### src/rtl/seq_divider.sv
// Restoring sequential divider: one quotient bit per cycle, WIDTH cycles per
// division; a zero divisor short-circuits to all-ones quotient with div_zero.
module seq_divider #(
  parameter int WIDTH = 4
) (
  input  logic             clk,
  input  logic             rst,
  input  logic             start,
  input  logic [WIDTH-1:0] dividend,
  input  logic [WIDTH-1:0] divisor,
  output logic [WIDTH-1:0] quotient,
  output logic [WIDTH-1:0] remainder,
  output logic             busy,
  output logic             done,
  output logic             div_zero
);

  localparam int CW = (WIDTH > 1) ? $clog2(WIDTH) : 1;
  localparam logic [CW-1:0] LAST_STEP = CW'(WIDTH - 1);

  typedef enum logic [1:0] {
    S_IDLE,
    S_CALC,
    S_DONE
  } state_t;

  state_t           r_state;
  logic [CW-1:0]    r_cnt;
  logic [WIDTH-1:0] r_pr;
  logic [WIDTH-1:0] r_sr;
  logic [WIDTH-1:0] r_dvsr;
  logic [WIDTH-1:0] r_quot;
  logic [WIDTH-1:0] r_rem;
  logic             r_busy;
  logic             r_done;
  logic             r_dz;

  // The partial remainder always stays below the divisor, so it is stored in
  // WIDTH bits; only the shifted value needs the extra top bit.
  logic [WIDTH:0]   w_pr_shift;
  logic             w_ge;
  logic [WIDTH-1:0] w_diff;
  logic [WIDTH-1:0] w_pr_next;
  logic [WIDTH-1:0] w_sr_next;

  assign w_pr_shift = {r_pr, r_sr[WIDTH-1]};
  assign w_ge       = (w_pr_shift >= {1'b0, r_dvsr});
  assign w_diff     = w_pr_shift[WIDTH-1:0] - r_dvsr;
  assign w_pr_next  = w_ge ? w_diff : w_pr_shift[WIDTH-1:0];
  assign w_sr_next  = {r_sr[WIDTH-2:0], w_ge};

  always_ff @(posedge clk or posedge rst) begin
    if (rst) begin
      r_state <= S_IDLE;
      r_cnt   <= '0;
      r_pr    <= '0;
      r_sr    <= '0;
      r_dvsr  <= '0;
      r_quot  <= '0;
      r_rem   <= '0;
      r_busy  <= 1'b0;
      r_done  <= 1'b0;
      r_dz    <= 1'b0;
    end else begin
      case (r_state)
        S_IDLE: begin
          if (start) begin
            if (divisor != '0) begin
              r_dvsr  <= divisor;
              r_pr    <= '0;
              r_sr    <= dividend;
              r_cnt   <= '0;
              r_busy  <= 1'b1;
              r_state <= S_CALC;
            end else begin
              r_quot  <= '1;
              r_rem   <= dividend;
              r_dz    <= 1'b1;
              r_state <= S_DONE;
            end
          end
        end
        S_CALC: begin
          r_pr  <= w_pr_next;
          r_sr  <= w_sr_next;
          r_cnt <= r_cnt + 1'b1;
          if (r_cnt == LAST_STEP) begin
            r_quot  <= w_sr_next;
            r_rem   <= w_pr_next;
            r_dz    <= 1'b0;
            r_busy  <= 1'b0;
            r_done  <= 1'b1;
            r_state <= S_DONE;
          end
        end
        S_DONE: begin
          // A zero-divisor result arrives here with done low and pulses it
          // on the following cycle; a computed result arrives with it high.
          if (r_done) begin
            r_done  <= 1'b0;
            r_state <= S_IDLE;
          end else begin
            r_done <= 1'b1;
          end
        end
        default: r_state <= S_IDLE;
      endcase
    end
  end

  assign quotient  = r_quot;
  assign remainder = r_rem;
  assign busy      = r_busy;
  assign done      = r_done;
  assign div_zero  = r_dz;

endmodule

### config.mk
export PLATFORM = sky130hd
export DESIGN_NAME = seq_divider
export DESIGN_NICKNAME = d
export VERILOG_FILES = /design/src/rtl/seq_divider.sv
export SDC_FILE = /design/constraint.sdc
export NUM_CORES = 1
export LEC_CHECK = 0
export ABC_AREA = 1
export CAP_MARGIN = 40
export CORE_MARGIN = 4
export CORE_UTILIZATION = 54
export DETAILED_ROUTE_END_ITERATION = 10
export DONT_BUFFER_PORTS = 1
export PLACE_DENSITY = 0.7
export SYNTH_ARGS = -nofsm -noshare
export SYNTH_HDL_FRONTEND = slang
export SYNTH_SLANG_ARGS = --single-unit
### constraint.sdc
create_clock -name clk -period 4.8 [get_ports clk]
set_clock_uncertainty 0.1 [all_clocks]
set_input_delay 0.48 -clock clk [delete_from_list [all_inputs] [get_ports clk]]
set_output_delay 0.48 -clock clk [all_outputs]
set_load 0.01 [all_outputs]
* Word level (Yosys, flattened, before mapping)
Cells that the tools add are included.
Widths: inputs -> output; s select.
** Storage, ports and cells
- Register bits after elaboration :: 27
- Input port bits :: 11
- Output and inout port bits :: 11
- Word-level logic and storage cells :: 64
** Operators by class
- Add/sub/neg operators :: 2
- Reductions and logical operators :: 10
- Muxes and demuxes :: 33
- $lt $le $gt $ge :: 1
- Equality and inequality tests :: 8
** Operator list (count)
- $mux 4 :: 11
- $pmux 4 s2 :: 4
- $mux 2 :: 6
- $ne 2x2->1 const B :: 5
- $reduce_and 3->1 :: 3
- $reduce_and 4->1 :: 2
- $mux 1 :: 7
- $pmux 1 s2 :: 3
- $pmux 2 s3 :: 1
- $ge 5x4->1 :: 1
- $eq 2x2->1 const B :: 2
- $pmux 2 s2 :: 1
- $reduce_bool 2->1 :: 2
- $reduce_bool 4->1 :: 1
- $sub 4x4->4 :: 1
- $add 2x1->2 const B :: 1
- $eq 2x1->1 const B :: 1
- $logic_not 2->1 :: 1
- $reduce_and 2->1 :: 1

* Logic depth before layout (Yosys ltp)
- Depth after elaboration :: 4
- Gate-level depth with buffers :: 12

* Least setup slack after synthesis
No wires, ideal clock.
- Kind :: register -> register
- Start :: register r_sr[3]
- End :: register r_rem[2], in the netlist remainder[2]
- Arrival :: 1.383 ns
- Library setup time :: 0.113 ns
- Setup slack :: 3.204 ns
- Required time :: 4.587 ns
- Stages on the path, launching flop included :: 10
- Path through :: dfrtp_1 > inv_1 > ha_1 > inv_1 > fa_1 > xor2_1 > nand3_1 > nand3_1 > nand2_1 > inv_1
** Between the ends
- Longest elaborated chain between the ends :: 4
** Ends and longest elaborated chain
- start, declared :: line 30 : logic [WIDTH-1:0] r_sr;
- start signal, assigned :: line 71 : r_sr <= dividend;
- start signal, assigned :: line 85 : r_sr <= w_sr_next;
- $sub 4x4->4 / $ge 5x4->1 (equally long branches) :: line 48, 47
- $mux 4 (*) :: line 49 : assign w_pr_next = w_ge ? w_diff : w_pr_shift[WIDTH-1:0];
- $mux 4 (*) :: line 87 : if (r_cnt == LAST_STEP) begin
- $pmux 4 s2 (*) :: line 65 : case (r_state)
- end signal, assigned :: line 77 : r_rem <= dividend;
- end signal, assigned :: line 89 : r_rem <= w_pr_next;
- end, declared :: line 33 : logic [WIDTH-1:0] r_rem;
Mark *: on every way between the ends. The rest lies on a longest branch, timed or not. The select of a mux whose other input is x is not followed.
A chain may end at the register's enable or synchronous reset.

* Worst setup path after layout
- Start :: register r_pr[1]
- End :: register r_rem[2], in the netlist remainder[2]
** Between the ends
- Longest elaborated chain between the ends :: 4
** Ends and longest elaborated chain
- start, declared :: line 29 : logic [WIDTH-1:0] r_pr;
- start signal, assigned :: line 84 : r_pr <= w_pr_next;
- $sub 4x4->4 / $ge 5x4->1 (equally long branches) :: line 48, 47
- $mux 4 (*) :: line 49
- $mux 4 (*) :: line 87
- $pmux 4 s2 (*) :: line 65
Marked as above.

==> flow_metrics.tcl <==
set metrics [dict create \
    outcome "completed" \
    min_period_ns 1.79 \
    critPathCapture "remainder[2]$_DFFE_PP0P_" \
    tightestPinTransition_ns 0.505 \
    cp-startpoint "r_pr[1]$_DFFE_PP0P_" \
    setup_viol 0 \
    power.total_w 0.00114 \
    synth_top_area_share_pct 45.8 \
    max-cap-violations 0 \
    grt_use_met2_pct 26.9 \
    port_buffers 0 \
    post_dp_cell_area_sq_mm 0.00151 \
    grt_pass1_wl_um 4690 \
    clock.fmax_mhz 559 \
    core_sq_mm 0.00254 \
    antenna_found_initial 0 \
    hold_viol 0 \
    dpl.cell_count 199 \
    place_congestion 0.893 \
    fin_nets 192 \
    ys_ff_latch 27 \
    path_clk_slew_ns 0.14 \
    hold_depth 2 \
    critPathMaxFanout 6 \
    synth_area_sq_mm 0.00147 \
    grt_max_degree 18 \
    gr-max-usage-layer "met2" \
    period_share_pct 37.3 \
    cts_buffer_depth 2 \
    r2r-start "r_pr[1]$_DFFE_PP0P_" \
    rows 18 \
    slew_headroom_pct 66.3 \
    slew_viol_final 0 \
    worstPathRequired_ns 4.93 \
    dr.pass1.iters 4 \
    arrival_ns 1.92 \
    h-tree-depth 1 \
    start_util_pct 57.9 \
    wl_per_cell_um 13.5 \
    crit_type "reg2reg" \
    synthTopCellsByArea "dfrtp_1, nand2_1, inv_1" \
    drc 0 \
    cts_tree "built" \
    leakage_nw 0.825 \
    numCtsBuffers 3 \
    root_buffer "clkbuf_4" \
    syn_area_per_cell_sq_um 8.62 \
    clk-insertion-delay-late_ns 0.32 \
    ioPinCount 22 \
    seq_area_frac_synth_pct 45.8 \
    synth.distinct_cells 28 \
    yosys.area.top_type "dfrtp_1" \
    rsz0062_at_grt "false" \
    via_count 1096 \
    fillerInstances 229 \
    multi_input_area_sq_um 631 \
    ant_nets 0 \
    n_antenna_cell 0 \
    tns_ns 0 \
    dieArea_sq_mm 0.00363 \
    synth_fp_nets 188 \
    finalWirelength_um 2760 \
    grt_pass1_vias 1065 \
    r2r-end "remainder[2]$_DFFE_PP0P_" \
    hold_class "in2reg" \
    r2r_cells 11 \
    fin_area_sq_mm 0.00154 \
    cts_resized 0 \
    die_h_um 60.2 \
    drtIter0Drc 47 \
    dp_hpwl_um 2170 \
    drive_gt1_share_pct 15.5 \
    met1_usage_pct 23.3 \
    areaGrowthSynthToFinish_pct 4.58 \
    via_per_inst 5.37 \
    finalNonFillerCells 204 \
    grtUsageTotal_pct 17.1 \
    met3_usage_pct 4.54 \
    netlist_instances 171 \
    cp-start-kind "register" \
    finish.utilization_pct 60.6 \
    seqCellArea_sq_um 676 \
    reg2reg_slack_ns 3.01 \
    ir_worst_vdd_mv 0.448 \
    critPathCaptureType "register" \
    grt-ovfl-total 0 \
    fp.dieW_um 60.2 \
    yosys_warnings 0 \
    p_per_area_mw_per_mm2 739 \
    clock_sinks 27 \
]
-- worst max-delay path: stages, from the launching register on --
cell and delay (ns):
dfrtp_1 0.43, ha_1 0.37, nand2_1 0.11, inv_1 0.06, nand2_1 0.07, nand2_1 0.06, nand2_2 0.12, nand2_4 0.08
nand3_1 0.12, nand3_1 0.08, nand2_1 0.06, inv_1 0.03
-- state kept, by name, indices dropped and copies added, names as in the netlist --
signal / cells
quotient: 4
r_dvsr: 4
r_pr: 4
r_sr: 4
remainder: 4
r_cnt: 2
r_state: 2
busy: 1
div_zero: 1
done: 1
-- logic make-up after synthesis --
| logic type | count (synthesis) | share of synthesized area [%] |
|---|---|---|
| adders and majority gates | 6 | 5.60 |
| AOI/OAI and AO/OA | 23 | 10.7 |
| DFF | 27 | 45.8 |
| xor gates and xnor gates | 1 | 0.594 |
| and+or+nand+nor | 76 | 25.9 |
| buffers and inverters | 38 | 11.4 |
-- report_power, final --
part           switching, W  total [W]  leakage [nW]  internal [W]
clock             0.0000641  0.0000966        0.0150     0.0000324
combinational      0.000405   0.000619         0.494      0.000214
sequential        0.0000875   0.000423         0.316      0.000336
-- area by class of cell --
class / count / share of cell area, %
clock buffer: 4 / 1.70
inverter: 35 / 8.69
multi-input combinational: 106 / 40.9
sequential: 27 / 43.8
tap: 30 / 2.44
timing repair buffer: 2 / 2.44
-- Yosys cell counts --
master	instances
a21oi_1	1
a21oi_2	3
a22o_1	1
a22oi_2	3
buf_4	1
buf_6	1
buf_8	1
dfrtp_1	27
fa_1	1
ha_1	5
inv_1	31
inv_2	3
inv_4	1
nand2_1	35
nand2_2	4
nand2_4	3
nand3_1	15
nand3_4	1
nand3b_1	1
nand4_1	5
nor2_1	8
nor2_2	3
nor2_4	1
o21a_2	1
o21ai_0	9
o21ai_1	4
o22ai_1	1
xor2_1	1
-- layer usage --
metal	vias up	routed length, um
met4	0	43
met3	4	187
met5	-	0
met1	517	1290
li1	545	-
met2	30	1230
-- how the worst min path moves through the flow --
| stage | from | endpoint | slack (ns) |
|---|---|---|---|
| global placement | r_sr[0]$_DFFE_PP0P_ | r_sr[0]$_DFFE_PP0P_ | 0.38 |
| finish | divisor[2] | r_dvsr[2]$_DFFE_PP0P_ | 0.19 |
| global route | divisor[3] | r_dvsr[3]$_DFFE_PP0P_ | 0.18 |
| CTS | divisor[2] | r_dvsr[2]$_DFFE_PP0P_ | 0.19 |
| floorplan | r_sr[0]$_DFFE_PP0P_ | r_sr[0]$_DFFE_PP0P_ | 0.35 |
| detailed placement | rst | div_zero$_DFFE_PP0P_ | 0.32 |
-- stage by stage --
| step | setup WS [ns] | hold WS [ns] |
|---|---|---|
| after floorplan | 3.20 | 0.353 |
| after global placement | 3.10 | 0.375 |
| after detailed placement | 3.06 | 0.322 |
| after CTS | 3.02 | 0.188 |
| after global routing | 2.83 | 0.182 |
| final | 3.01 | 0.192 |
-- layout by cell type (no fill, tap or decap), types with 3 or more instances in the layout --
cell      instances
a21oi_2           3
a22oi_2           3
clkbuf_4          3
dfrtp_1          27
ha_1              5
inv_1            31
inv_2             3
nand2_1          35
nand2_2           4
nand2_4           3
nand3_1          15
nand4_1           5
nor2_1            8
nor2_2            3
o21ai_0           9
o21ai_1           4
-- what timing repair did --
action / CTS / global route
hold endpoints to repair: 10 / 0
hold buffers: 1 / 0
buffers inserted: 0 / 0
endpoints found under the setup margin: 0 / 0
No activity file was read; power rests on OpenSTA's default activity.
